`src/rtl/sdram_sched_pkg.sv`:
```
// Shared types, sizes and the round-robin pick helper for the SDRAM front-end scheduler.
package sdram_sched_pkg;

   localparam int NUM_CH = 4;
   localparam int CH_W   = 2;
   localparam int ADDR_W = 24;
   localparam int DATA_W = 16;

   localparam logic [DATA_W-1:0] TIMEOUT_DATA = 16'hDEAD;

   typedef enum logic [1:0] {
      ST_IDLE    = 2'd0,
      ST_ISSUE   = 2'd1,
      ST_WAIT_RD = 2'd2,
      ST_REFRESH = 2'd3
   } state_t;

   typedef struct packed {
      logic            found;
      logic [CH_W-1:0] idx;
   } pick_t;

   // Scanning from the highest offset down leaves the channel closest to ptr as the winner.
   function automatic pick_t rr_pick(input logic [NUM_CH-1:0] req, input logic [CH_W-1:0] ptr);
      pick_t           res;
      logic [CH_W-1:0] cand;
      res.found = 1'b0;
      res.idx   = {CH_W{1'b0}};
      for (int k = NUM_CH - 1; k >= 0; k--) begin
         cand = ptr + CH_W'(k);
         if (req[cand]) begin
            res.found = 1'b1;
            res.idx   = cand;
         end
      end
      return res;
   endfunction

endpackage

```
`src/rtl/sdram_refresh_timer.sv`:
```
// Free-running auto-refresh interval timer with a single-deep pending flag and sticky overrun.
module sdram_refresh_timer #(
   parameter int REFRESH_INTERVAL = 750
) (
   input  logic clk,
   input  logic reset_n,
   input  logic ref_clr,
   output logic ref_due,
   output logic ref_overrun
);

   localparam int CNT_W = $clog2(REFRESH_INTERVAL);

   logic [CNT_W-1:0] cnt_r;
   logic             pending_r;
   logic             overrun_r;
   logic             wrap_s;

   assign wrap_s      = (cnt_r == CNT_W'(REFRESH_INTERVAL - 1));
   // The wrap cycle already counts as due so a refresh wins against a request arriving with it.
   assign ref_due     = pending_r | wrap_s;
   assign ref_overrun = overrun_r;

   // Interval counter, pending refresh and overrun flag.
   always_ff @(posedge clk or negedge reset_n) begin
      if (!reset_n) begin
         cnt_r     <= {CNT_W{1'b0}};
         pending_r <= 1'b0;
         overrun_r <= 1'b0;
      end else begin
         if (wrap_s) begin
            cnt_r     <= {CNT_W{1'b0}};
            pending_r <= 1'b1;
            if (pending_r) begin
               overrun_r <= 1'b1;
            end
         end else begin
            cnt_r <= cnt_r + CNT_W'(1);
            if (ref_clr) begin
               pending_r <= 1'b0;
            end
         end
      end
   end

endmodule

```
`src/rtl/sdram_rr_scheduler.sv`:
```
// Four-channel round-robin front end for a single-command SDRAM core, with refresh priority
// and a read-data timeout; one transaction is outstanding at a time.
module sdram_rr_scheduler
   import sdram_sched_pkg::*;
#(
   parameter int REFRESH_INTERVAL = 750,
   parameter int RD_TIMEOUT       = 63
) (
   input  logic                     clk,
   input  logic                     reset_n,
   input  logic [NUM_CH-1:0]        ch_req,
   input  logic [NUM_CH-1:0]        ch_we,
   input  logic [NUM_CH*ADDR_W-1:0] ch_addr,
   input  logic [NUM_CH*DATA_W-1:0] ch_wdata,
   output logic [NUM_CH-1:0]        ch_gnt,
   output logic [NUM_CH-1:0]        ch_done,
   output logic [DATA_W-1:0]        ch_rdata,
   input  logic                     core_init_done,
   output logic                     core_cmd_valid,
   input  logic                     core_cmd_ready,
   output logic                     core_cmd_we,
   output logic [ADDR_W-1:0]        core_cmd_addr,
   output logic [DATA_W-1:0]        core_cmd_wdata,
   input  logic                     core_rvalid,
   input  logic [DATA_W-1:0]        core_rdata,
   output logic                     core_ref_valid,
   input  logic                     core_ref_ready,
   output logic                     ref_overrun,
   output logic                     rd_timeout
);

   localparam int TO_W = $clog2(RD_TIMEOUT + 1);

   state_t            state_r;
   logic [CH_W-1:0]   rr_ptr_r;
   logic [CH_W-1:0]   cur_ch_r;
   logic [TO_W-1:0]   to_cnt_r;
   logic              ref_due_s;
   logic              ref_clr_s;
   pick_t             pick_s;
   logic [NUM_CH-1:0] cur_onehot_s;

   assign pick_s       = rr_pick(ch_req, rr_ptr_r);
   assign ref_clr_s    = core_ref_valid & core_ref_ready;
   assign cur_onehot_s = NUM_CH'(1) << cur_ch_r;

   sdram_refresh_timer #(
      .REFRESH_INTERVAL(REFRESH_INTERVAL)
   ) u_refresh_timer (
      .clk        (clk),
      .reset_n    (reset_n),
      .ref_clr    (ref_clr_s),
      .ref_due    (ref_due_s),
      .ref_overrun(ref_overrun)
   );

   // Scheduler FSM with registered grant/done pulses and core command fields.
   always_ff @(posedge clk or negedge reset_n) begin
      if (!reset_n) begin
         state_r        <= ST_IDLE;
         rr_ptr_r       <= {CH_W{1'b0}};
         cur_ch_r       <= {CH_W{1'b0}};
         to_cnt_r       <= {TO_W{1'b0}};
         ch_gnt         <= {NUM_CH{1'b0}};
         ch_done        <= {NUM_CH{1'b0}};
         ch_rdata       <= {DATA_W{1'b0}};
         core_cmd_valid <= 1'b0;
         core_cmd_we    <= 1'b0;
         core_cmd_addr  <= {ADDR_W{1'b0}};
         core_cmd_wdata <= {DATA_W{1'b0}};
         core_ref_valid <= 1'b0;
         rd_timeout     <= 1'b0;
      end else begin
         ch_gnt  <= {NUM_CH{1'b0}};
         ch_done <= {NUM_CH{1'b0}};
         case (state_r)
            ST_IDLE: begin
               if (!core_init_done) begin
                  state_r <= ST_IDLE;
               end else if (ref_due_s) begin
                  core_ref_valid <= 1'b1;
                  state_r        <= ST_REFRESH;
               end else if (pick_s.found) begin
                  core_cmd_we    <= ch_we[pick_s.idx];
                  core_cmd_addr  <= ch_addr[pick_s.idx*ADDR_W +: ADDR_W];
                  core_cmd_wdata <= ch_wdata[pick_s.idx*DATA_W +: DATA_W];
                  core_cmd_valid <= 1'b1;
                  ch_gnt         <= NUM_CH'(1) << pick_s.idx;
                  cur_ch_r       <= pick_s.idx;
                  rr_ptr_r       <= pick_s.idx + CH_W'(1);
                  state_r        <= ST_ISSUE;
               end else begin
                  state_r <= ST_IDLE;
               end
            end
            ST_ISSUE: begin
               if (core_cmd_ready) begin
                  core_cmd_valid <= 1'b0;
                  to_cnt_r       <= {TO_W{1'b0}};
                  if (core_cmd_we) begin
                     ch_done <= cur_onehot_s;
                     state_r <= ST_IDLE;
                  end else begin
                     state_r <= ST_WAIT_RD;
                  end
               end else begin
                  state_r <= ST_ISSUE;
               end
            end
            ST_WAIT_RD: begin
               if (core_rvalid) begin
                  ch_rdata <= core_rdata;
                  ch_done  <= cur_onehot_s;
                  state_r  <= ST_IDLE;
               end else if (to_cnt_r == TO_W'(RD_TIMEOUT - 1)) begin
                  // The requester still gets a done pulse so it never hangs on a dead core.
                  rd_timeout <= 1'b1;
                  ch_rdata   <= TIMEOUT_DATA;
                  ch_done    <= cur_onehot_s;
                  state_r    <= ST_IDLE;
               end else begin
                  to_cnt_r <= to_cnt_r + TO_W'(1);
               end
            end
            ST_REFRESH: begin
               if (core_ref_ready) begin
                  core_ref_valid <= 1'b0;
                  state_r        <= ST_IDLE;
               end else begin
                  state_r <= ST_REFRESH;
               end
            end
            default: begin
               core_cmd_valid <= 1'b0;
               core_ref_valid <= 1'b0;
               state_r        <= ST_IDLE;
            end
         endcase
      end
   end

endmodule
```
`config.mk`:
```
export PLATFORM = sky130hd
export DESIGN_NAME = sdram_rr_scheduler
export DESIGN_NICKNAME = d
export VERILOG_FILES = /design/src/rtl/sdram_sched_pkg.sv /design/src/rtl/sdram_refresh_timer.sv /design/src/rtl/sdram_rr_scheduler.sv
export SDC_FILE = /design/constraint.sdc
export NUM_CORES = 1
export LEC_CHECK = 0
export ABC_AREA = 0
export CAP_MARGIN = 20
export CORE_ASPECT_RATIO = 1.4
export CORE_MARGIN = 4
export CORE_UTILIZATION = 30
export CTS_BUF_LIST = sky130_fd_sc_hd__clkbuf_8
export CTS_CLUSTER_DIAMETER = 80
export DETAILED_ROUTE_END_ITERATION = 10
export PLACE_DENSITY = 0.68
export RECOVER_POWER = 25
export SLEW_MARGIN = 20
export SYNTH_ARGS = -nofsm -noshare
export SYNTH_HDL_FRONTEND = slang
export SYNTH_SLANG_ARGS = --single-unit
```
`constraint.sdc`:
```
create_clock -name clk -period 2 [get_ports clk]
set_input_delay 0.6 -clock clk [delete_from_list [all_inputs] [get_ports clk]]
set_output_delay 0.6 -clock clk [all_outputs]
set_load 0.05 [all_outputs]
```
* After elaboration in Yosys (flattened, before gate mapping)
Index checks and enable logic that the tools add are counted.
** Word-level totals
- Output and inout bits :: 69
- Logic and storage cells :: 113
- Flip-flop bits (word level) :: 92
** Operators by class
- Multiply operators :: 1
- Add/subtract/negate cells :: 6
- $lt $le $gt $ge :: 5
- Shifts and indexed selects :: 4
- Eq/ne operators :: 14
- Multiplexer cells :: 50
- Reduce and logical (&&, ||, !) cells :: 13
- Bitwise operators :: 4
** Operators by type and width (number)
- $shiftx A96 B8 Y24 :: 1
- $shiftx A64 B7 Y16 :: 1
- $mux W16 :: 2
- $mux W4 :: 8
- $mux W6 :: 3
- $ne A2 B2 Y1 const B :: 8
- $lt A2 B3 Y1 const B :: 5
- $mux W1 :: 15
- $mux W2 :: 7
- $mux W3 :: 4
- $pmux W6 S2 :: 1
- $reduce_and A4 Y1 :: 3
- $add A10 B1 Y10 const B :: 1
- $bmux W1 S2 :: 5
- $eq A10 B10 Y1 const B :: 1
- $mux W10 :: 1
- $reduce_bool A2 Y1 :: 5
- $pmux W2 S4 :: 1
- $pmux W4 S2 :: 1
- $shl A1 B2 Y4 const A :: 2
- $add A6 B1 Y6 const B :: 1
- $eq A6 B6 Y1 const B :: 1
- $reduce_and A5 Y1 :: 1
- $add A2 B1 Y2 const B :: 2
- other kinds (12) :: 17

* Depth between registers and ports, before layout
Gate-level depths: netlist (run 1).
- Word-level depth :: 12
- Gate-level depth with buffers :: 10
- Depth with buffers taken out :: 7

* Cells and area by module
Synthesis (run 1) repeated with hierarchy kept, for this count alone.
** Unflattened totals
- Cells, all modules :: 514
- Area total of the unflattened synthesis :: 5310.1 µm²
** By module, submodules not included
- sdram_rr_scheduler :: cells each 458, times used 1, area each 4739.5 µm², seq. area each 2001.9 µm²
- sdram_refresh_timer :: cells each 56, times used 1, area each 570.5 µm², seq. area each 300.3 µm²

* Least setup slack after synthesis (run 1)
Ideal clock, no wire load.
- Path type :: input-to-reg
- Start :: input ch_req[3]
- End :: register core_cmd_addr[23]
- Setup time :: 0.094 ns
- Data required time :: 1.906 ns
- Path slack :: 0.000 ns
- Arrival :: 1.906 ns
- Stages on the path :: 8
- Cell sequence :: or4_1 nand3_1 or3_1 buf_6 buf_8 buf_6 a21oi_1 a211oi_1
** On the way
- Longest elaborated chain between the ends :: 8
- Elaborated cells between the ends (all ways) :: 15
- Classes of those cells :: 1 x mul; 1 x shift; 12 x mux; 1 x reduce/logical
** Ends and longest elaborated chain
- start, declared :: RTL line sdram_rr_scheduler.sv:11 : input logic [NUM_CH-1:0] ch_req,
- $bmux W1 S2 :: RTL line sdram_sched_pkg.sv:31 : if (req[cand]) begin
- $mux W1 (not written as such) :: RTL line sdram_sched_pkg.sv:31
- $mux W3 (3 in series) :: RTL line sdram_sched_pkg.sv:31
- $mux W3 * :: RTL line sdram_sched_pkg.sv:31
- $mul A2 B2 Y4 :: RTL line sdram_rr_scheduler.sv:85 : core_cmd_addr <= ch_addr[pick_s.idx*ADDR_W +: ADDR_W];
- $shiftx A96 B8 Y24 :: RTL line sdram_rr_scheduler.sv:85
- end signal, assigned :: RTL line sdram_rr_scheduler.sv:69 : core_cmd_addr <= {ADDR_W{1'b0}};
- end signal, assigned :: RTL line sdram_rr_scheduler.sv:85
- end, declared :: RTL line sdram_rr_scheduler.sv:22 : output logic [ADDR_W-1:0] core_cmd_addr,
Every way passes the cells marked *; elsewhere a longest branch is shown, timed or not. The select of a mux whose other input is x is not followed.
A chain may end at the register's enable or synchronous reset.

* Final worst setup path (run 1)
- Start :: input ch_req[0]
- End :: register core_cmd_wdata[0]
** On the way
- Longest elaborated chain between the ends :: 7
- Elaborated cells between the ends (all ways) :: 14
- Classes of those cells :: 1 x shift; 12 x mux; 1 x reduce/logical
** Ends and longest elaborated chain
- $bmux W1 S2 :: RTL line sdram_sched_pkg.sv:31
- $mux W1 (not written as such) :: RTL line sdram_sched_pkg.sv:31
- $mux W3 (3 in series) :: RTL line sdram_sched_pkg.sv:31
- $mux W3 * :: RTL line sdram_sched_pkg.sv:31
- $shiftx A64 B7 Y16 or $reduce_and A4 Y1 (tied branches)
- end signal, assigned :: RTL line sdram_rr_scheduler.sv:70 : core_cmd_wdata <= {DATA_W{1'b0}};
- end signal, assigned :: RTL line sdram_rr_scheduler.sv:86 : core_cmd_wdata <= ch_wdata[pick_s.idx*DATA_W +: DATA_W];
- end, declared :: RTL line sdram_rr_scheduler.sv:23 : output logic [DATA_W-1:0] core_cmd_wdata,
Marks and branches as above.

==> flow_results.org, run 1 <==
** Yosys
- Count of flip-flops with a built-in enable after synthesis :: 0
- Of the synthesized area, sequential elements account for 0.451.
- In the synthesized netlist the async set-or-reset flop fraction comes to 1.00.
- After synthesis, the netlist uses 46 different library cells.
- Ranked by instance count, the synthesized netlist is headed by 92 x sky130_fd_sc_hd__dfrtp_1, 86 x sky130_fd_sc_hd__a21oi_1, 58 x sky130_fd_sc_hd__nor2_1.
- In the synthesized netlist, the number of instances is 543.
- sky130_fd_sc_hd__dfrtp_1 is the most common cell in the netlist.
- Yosys synthesis warning count :: 0
- In this run the mean area of a mapped cell was between 9 and 10 um2.
- Among all flip-flop cells after synthesis, the most frequent one is sky130_fd_sc_hd__dfrtp_1.
- Area share of the leading cell type in the synthesized netlist :: 0.451
- Counting flops and latches in the post-synthesis netlist gives a little over 90.
- Dominant cells by area after synthesis :: sky130_fd_sc_hd__dfrtp_1 45%, sky130_fd_sc_hd__a21oi_1 8.4%, sky130_fd_sc_hd__a2111oi_0 6.9%, sky130_fd_sc_hd__a211oi_1 6.0%, sky130_fd_sc_hd__and3_1 5.3%
- The mapped netlist covers 5110 um2.
- The biggest area contributor in the post-synthesis netlist is sky130_fd_sc_hd__dfrtp_1.
- Synthesis produced a netlist with a net count of between 700 and 800.

** Min path
- In this run the worst hold path is classified as register to register.

** Timing
- Clock skew on the completed layout was measured at about 22 ps.
- Shortest clock period the worst path allows after layout :: a little over 2000 ps
- Setup repair after global routing missed its margin :: yes
- The number of hold violations in the final report came to 0.
- Timing would allow up to a little under 0.5 GHz.
- The max-slew violation count is 0.
- Worst hold slack across all endpoints :: about 460 ps
- Once routing completed, OpenROAD measured the worst setup slack at -12.6 ps.
- Slew @ Worst Pin :: 825 ps
- Summed over all failing endpoints, the final setup total negative slack is -31.4 ps.
- Headroom to the max-slew limit came out at 0.450.
- Dividing the final minimum period by the clock period gives 1.01.
- Final Setup Violations :: 3

** Final layout
- Fill cells in the final layout number between 1000 and 1500.
- The final layout contains 1070 nets.
- 0 antenna diodes ended up in the layout.
- In the final layout, the multi-input gates occupy around 3500 um2.
- Fraction of layout cells with a size suffix above 1 :: 0.338
- The area growth from synthesis to layout is 98.7%.
- Area of all sequential standard cells :: 2300 um2

** Power and ir drop
- Power Total :: 13700 uW
- Max VDD drop :: 0.706 mV
- In this run the power density over the cells is around 1400 nW/um2.
- In this run the static leakage power is approximately 0.0041 uW.

** Placed design
- The HPWL after detailed placement is roughly 14000 um.
- Quantity of I/O buffers inserted on ports :: around 260
- Placer congestion estimate :: ~0.89

** Setup path
- Cell with the largest stage delay on the worst path :: sky130_fd_sc_hd__or4_4
- Data arrival time of the worst path :: ~2300 ps
- Element type at the critical path end :: register
- Data required time of the critical path :: 2270 ps
- Critical Path Fanout Max :: 5
- The critical path goes through clkdlybuf4s15_1 -> or4_4 -> nand3_4 -> or3_4 -> buf_16 -> buf_16 -> buf_6 -> a21oi_2 -> a211oi_1.
- Setup Crit Path Kind :: primary input to register
- R2R Setup Slk :: -10 ps
- For this run, the slowest stage of the critical path takes about 500 ps.
- Most Frequent Cell on Critical Path :: sky130_fd_sc_hd__buf_16
- Type of origin of the critical path :: primary input

** Run status
- The run finished, with violations left.
- The checks that failed: negative setup slack.

** Detailed routing
- Routed length per instance :: around 21 um
- Residual DRC :: 0
- Detailed-routed wire length on met3 :: 1380 um
- The final layout contains routed wiring with a total length of between 20000 and 25000 um.
- Once detail routing completed, the nets flagged for antenna violations numbered 0.
- Number of vias in the routed layout :: between 5000 and 6000
- For this block, wires on met1 add up to between 8000 and 9000 um.
- DR iter-0 viols :: just over 300
- In the routed layout, each cell is associated on average with a via count of between 5 and 6.
- Number of detailed-routing iterations run before antenna repair :: 6
- Routed signal wires occupy layers up through met5.
- Met2 WL post-DR :: roughly 12000 um

** Global routing
- Entering global routing, the biggest net connects 87 pins.
- Number of antenna violations at the first check in global routing :: 1
- Overall routing resource usage :: 0.218
- For this run the aggregate overflow at the end of global routing stands at 0.
- The first global-routing pass estimated around 34000 um of wire.
- Via count of the first global-routing pass :: between 6000 and 7000

** Floorplan
- The core region is about 17000 um2.
- Die span in x :: between 100 and 150 um
- Die Footprint :: slightly below 20000 um2
- Initial core utilization :: 0.305
- The floorplan has between 50 and 60 rows.
- For this design the top-level I/O count stands at around 260.
- The die is 162 um tall.

** CTS
- Clock-pin slew reported for the worst setup and hold paths after clock tree synthesis :: 110 ps
- Clock net sink count :: 92
- Maximum level of the CTS H-tree :: 3
- Clk Tree Root Cell :: sky130_fd_sc_hd__clkbuf_8
- Clock Tree Buf Depth :: 2
- CTS tree :: yes
- Number of buffers created by CTS :: 9
- Clock latency at the later pin of the worst-skew pair :: around 380 ps

** Flow run
- Reported max-cap violation count :: 0
==> layout by cell type, fill, tap and decap left out, drive strengths merged, types with 2 or more instances in the layout <==
| cell | n |
|---|---|
| ha | 8 |
| buf | 171 |
| a21o | 3 |
| dlygate4sd2 | 2 |
| nand2 | 15 |
| mux2i | 2 |
| clkdlybuf4s50 | 183 |
| a211oi | 44 |
| o22ai | 2 |
| a21oi | 86 |
| xor2 | 3 |
| o21a | 2 |
| and2 | 2 |
| nor3 | 8 |
| nand3 | 10 |
| o211ai | 3 |
| inv | 17 |
| dfrtp | 92 |
| and3 | 43 |
| o22a | 12 |
| o21ai | 16 |
| bufbuf | 2 |
| clkbuf | 16 |
| a2111oi | 43 |
| o2bb2ai | 2 |
| a22o | 7 |
| a21boi | 2 |
| clkinv | 3 |
| xnor2 | 6 |
| nor2 | 58 |
==> registers in the layout, summed over array words and instances, names as in the netlist <==
signal / flops
state_r: 2
cur_ch_r: 2
to_cnt_r: 6
ch_rdata: 16
core_cmd_wdata: 16
core_cmd_valid: 1
ch_gnt: 4
core_cmd_we: 1
u_refresh_timer.pending_r: 1
u_refresh_timer.ref_overrun: 1
core_ref_valid: 1
u_refresh_timer.cnt_r: 10
ch_done: 4
rd_timeout: 1
rr_ptr_r: 2
core_cmd_addr: 24
==> worst paths after layout <==
check / startpoint / end / cells past startpoint
min in group asynchronous: reset_n / ch_rdata[5] / 2
worst min register to register: cur_ch_r[1] / ch_done[1] / 1
worst max-delay path: ch_req[0] / core_cmd_wdata[0] / 9
worst max register to register: state_r[1] / core_cmd_addr[16] / 7
worst min-delay path: cur_ch_r[1] / ch_done[1] / 1
max in group asynchronous: reset_n / rr_ptr_r[1] / 3
==> metal layers <==
metal	global-route usage	vias to the layer above
met5	0	-
met2	0.389	261
met4	0.0939	2
met1	0.254	2842
met3	0.0452	67
li1	-	2723
==> power by group <==
part / internal [uW] / switching [uW]
combinational: 3880 / 5540
sequential: 2540 / 449
clock: 507 / 830
total: 6930 / 6820
==> critical path, delay by kind of cell <==
kind | cells | cell delay, ps
and+or+nand+nor | 3 | 790
AOI/OAI and AO/OA | 2 | 270
buffers and inverters | 4 | 610
==> repair_timing <==
item / in CTS / in global routing
gates cloned: 9 / 4
endpoints found under the setup margin: 44 / 46
buffers inserted: 8 / 3
pin swaps: 30 / 44
endpoints found under the hold margin: 0 / 5
gates resized for setup: 149 / 62
hold buffers: 0 / 1
==> cell type report <==
class	instances	area share
Clock buffer	9	0.0122
Clock inverter	7	0.00851
Inverter	13	0.00481
Multi-Input combinational cell	389	0.349
Sequential cell	92	0.227
Tap cell	203	0.0250
Timing Repair Buffer	367	0.374
==> through the flow <==
stage	worst slack [ps]	std cells	util	area [um2]
floorplan	0.371	543	-	5110
global placement	-739	1040	0.502	8410
detailed placement	-817	1040	0.502	8410
CTS	-62.9	1072	0.580	9710
global route	-85.8	1080	0.606	10100
finish	-12.6	1080	0.606	10100
==> cell families (layout without fill, tap and decap cells) <==
family	Yosys count	count (layout)	share of synthesized area
AOI/OAI and AO/OA	225	225	0.302
xor gates and xnor gates	9	9	0.0154
adders and majority gates	8	8	0.0196
buffers and inverters	62	396	0.0622
DFF	92	92	0.451
muxes	3	3	0.00613
and+or+nand+nor	144	144	0.143
Power figures use the tool's default switching activity.
==> inputs of run 2 (changes only) <==
--- a/config.mk
+++ b/config.mk
@@ -6,14 +6,16 @@
 export NUM_CORES = 1
 export LEC_CHECK = 0
 export ABC_AREA = 0
+export ABC_CLOCK_PERIOD_IN_PS = 2000
 export CAP_MARGIN = 20
 export CORE_ASPECT_RATIO = 1.4
 export CORE_MARGIN = 4
 export CORE_UTILIZATION = 30
 export CTS_BUF_LIST = sky130_fd_sc_hd__clkbuf_8
 export CTS_CLUSTER_DIAMETER = 80
+export CTS_CLUSTER_SIZE = 8
 export DETAILED_ROUTE_END_ITERATION = 10
-export PLACE_DENSITY = 0.68
+export PLACE_DENSITY = 0.77
 export RECOVER_POWER = 25
 export SLEW_MARGIN = 20
 export SYNTH_ARGS = -nofsm -noshare
==> run 2 against run 1 <==
Compared with the run above: the run still ends with negative setup slack left; final cell count is essentially flat; flip-flop and latch count unchanged; register-to-register slack got worse by 30 ps; sequential share of layout area grew 0.33 points; worst hold slack better by 3.4 ps; largest power group unchanged.
==> flow_results.org, run 2 (synthesized netlist as in run 1, its figures left out) <==
** Run status
- The run finished, with violations left.
- Failing checks :: negative setup slack

** CTS
- Clock Tree Buf Depth :: 2
- The tree built by TritonCTS fans out to between 90 and 100 sinks.
- Clock-pin slew reported for the worst setup and hold paths after clock tree synthesis :: roughly 120 ps
- Clk Tree Root Cell :: sky130_fd_sc_hd__clkbuf_8
- Clock latency at the later pin of the worst-skew pair :: approximately 400 ps
- CTS tree :: yes
- Number of buffers created by CTS :: 9
- Maximum level of the CTS H-tree :: 3

** Global routing
- For this run the aggregate overflow at the end of global routing stands at 0.
- Entering global routing, the biggest net connects slightly above 90 pins.
- For this run, the total global-route usage over all layers was measured as 0.212.
- Via count of the first global-routing pass :: about 6100
- The number of antenna violations at the first check in global routing was 0.
- The first global-routing pass estimated 32400 um of wire.

** Setup path
- The worst setup path is launched from a register.
- R2R Path End :: core_cmd_addr[22]
- RR Startpoint :: u_refresh_timer.cnt_r[0]
- Start point of the critical path :: u_refresh_timer.cnt_r[0]
- Setup Crit Path Kind :: register to register
- Worst r2r path cells :: 9
- For this design, the slowest cell found on the critical path is sky130_fd_sc_hd__or3_4.
- Across all register-to-register paths, the minimum setup slack is -40 ps.
- Buffers & Inverters on Critical Path :: 3
- Element type at the critical path end :: register
- Top delay family on crit path :: simple AND/OR/NAND/NOR gates
- At the worst endpoint, the arrival time is approximately 2300 ps.
- STA puts the critical path data required time at approximately 2300 ps.
- Of all nets on the critical path, the largest fanout is 6.
- Cell breakdown of the critical path :: ha_2 -> nand4bb_4 -> nor3_4 -> or3_4 -> buf_12 -> buf_16 -> buf_12 -> a2111oi_4 -> a211oi_2
- On the worst path, the slowest cell contributes a delay of roughly 430 ps.
- By instance count, the cell type seen most on the critical path is sky130_fd_sc_hd__buf_12.

** Timing
- Setup violations remaining at the end of the flow were counted as 10.
- For the pin with the worst max-slew slack, the measured transition is approximately 1300 ps.
- The number of hold violations in the final report was 0.
- In the post-route analysis, the smallest setup slack over all paths is -39.2 ps.
- Derived from the worst setup path, the maximum achievable clock frequency is ~0.49 GHz.
- The max-slew violation count is 0.
- Setup repair after global routing missed its margin :: yes
- Dividing the final minimum period by the clock period gives 1.02.
- The worst pin sits at a relative slew slack of 0.128.
- For the finished layout, the period the worst path requires is a little over 2000 ps.
- Across the routed clock network, the largest skew measured is between 20 and 25 ps.

** Floorplan
- The core region is approximately 17000 um2.
- In this run the count of I/O pins placed on the die edge is 259.
- Die Footprint :: a little under 20000 um2
- After floorplanning, the core was divided into 56 placement rows.
- Die span in x :: ~120 um
- For this configuration, the core starts out at a cell density of 0.305.
- Die height :: ~160 um

** Final layout
- Most frequent standard cell in the layout excluding fill and tap cells :: sky130_fd_sc_hd__clkdlybuf4s50_1
- Final core utilization :: 0.597
- Register containing the most flip-flops in the final layout :: core_cmd_addr
- Top library cells by usage in the layout, fill and taps aside :: 183 x sky130_fd_sc_hd__clkdlybuf4s50_1, 140 x sky130_fd_sc_hd__buf_4, 91 x sky130_fd_sc_hd__dfrtp_1, 65 x sky130_fd_sc_hd__a21oi_1, 58 x sky130_fd_sc_hd__nor2_1
- Number of nets in the layout :: approximately 1100
- The largest registers in the layout are core_cmd_addr x24, ch_rdata x16, core_cmd_wdata x16.
- The layout has 1379 filler cells.
- After routing the design area is ~10000 um2.
- Of the cells placed in the final design, the portion with a size suffix greater than 1 is 0.350.
- 0 antenna diodes ended up in the layout.
- Area added between synthesis and finish :: 95.9%
- The register with the most flip-flops in the layout has 24 of them.

** Power and ir drop
- Max VDD drop :: approximately 0.79 mV
- Summed over all cells, the static leakage comes to 0.00401 uW.
- For this design the ratio of total power to cell area is about 1400 nW/um2.

** Detailed routing
- Residual DRC :: 0
- Detailed-route wire length :: 21900 um
- The detailed router placed roughly 5900 vias in this run.
- Routed via count divided by cell count :: roughly 5.5
- Number of antenna-violating nets in the routed design :: 0
- For this block, the initial DRC count from the detailed router was approximately 320.
- Routed length per instance :: 20.2 um
- Number of detailed-routing iterations run before antenna repair :: 4

** Min path
- Counting instances, the worst hold path has a depth of 1.
- The min-delay analysis places its worst path in the category register to register.
- Startpoint of the worst hold path :: cur_ch_r[1]
- The path with the worst hold slack has its endpoint at ch_done[1].

** Placed design
- Summed over all nets, the half-perimeter wirelength after detailed placement is about 14000 um.
- Placer congestion estimate :: roughly 0.86
- Placed standard-cell area :: 8250 um2
- Timing analysis after detailed placement gives a worst setup slack of -862 ps.
- Quantity of I/O buffers inserted on ports :: around 260

** Flow run
- Max-cap violations in this run came to 0.
[run 2: stage by stage]
stage | TNS, ps | instances | hold WS (ps) | total power (uW)
after floorplan | 0 | 543 | 304 | 7310
after global placement | -35260 | 1032 | 449 | 9980
after detailed placement | -38020 | 1032 | 454 | 10100
after CTS | -94.1 | 1065 | 268 | 12700
after global routing | -2240 | 1081 | 493 | 14200
final | -235 | 1081 | 467 | 13500
[run 2: final cells by class]
type	count	area, um2	share of cell area
Inverter	13	48.8	0.00488
Clock inverter	7	86.3	0.00863
Sequential cell	92	2300	0.230
Multi-Input combinational cell	389	3500	0.350
Timing Repair Buffer	368	3680	0.368
Tap cell	203	254	0.0254
Clock buffer	9	124	0.0124
[run 2: worst max path at each step]
| stage | to | cells past startpoint |
|---|---|---|
| after floorplan | core_cmd_addr[23] | 8 |
| after global placement | core_cmd_addr[0] | 7 |
| after detailed placement | core_cmd_addr[4] | 8 |
| after CTS | core_cmd_addr[22] | 9 |
| after global routing | core_cmd_addr[22] | 10 |
| final | core_cmd_addr[22] | 9 |
[run 2: layer usage]
layer / track usage / vias to the layer above / part of all wire
met4: 0.0763 / 0 / 0.037
met2: 0.379 / 278 / 0.52
met3: 0.0479 / 63 / 0.070
met5: 0 / - / 0
met1: 0.250 / 2834 / 0.37
li1: - / 2721 / -
[run 2: report_power, final]
part | internal [uW] | switching (uW) | total [uW] | leakage [uW]
logic | 3740 | 5490 | 9220 | 0.00281
registers | 2540 | 426 | 2970 | 0.00110
clock network | 507 | 837 | 1340 | 0.000105
total | 6780 | 6750 | 13500 | 0.00401
[run 2: timing repair]
item                       in CTS  in global routing
pin swaps                      44                 35
setup endpoints to repair      50                 48
gates resized for setup       153                 69
cloned                          6                  4
buffers inserted               11                 16
hold buffers                    0                  0
==> inputs of run 3 (changes only) <==
--- a/config.mk
+++ b/config.mk
@@ -7,7 +7,7 @@
 export LEC_CHECK = 0
 export ABC_AREA = 0
 export ABC_CLOCK_PERIOD_IN_PS = 2000
-export CAP_MARGIN = 20
+export CAP_MARGIN = 40
 export CORE_ASPECT_RATIO = 1.4
 export CORE_MARGIN = 4
 export CORE_UTILIZATION = 30
==> results of run 3 <==
Final layout, timing and power as in run 2 (identical DEF).
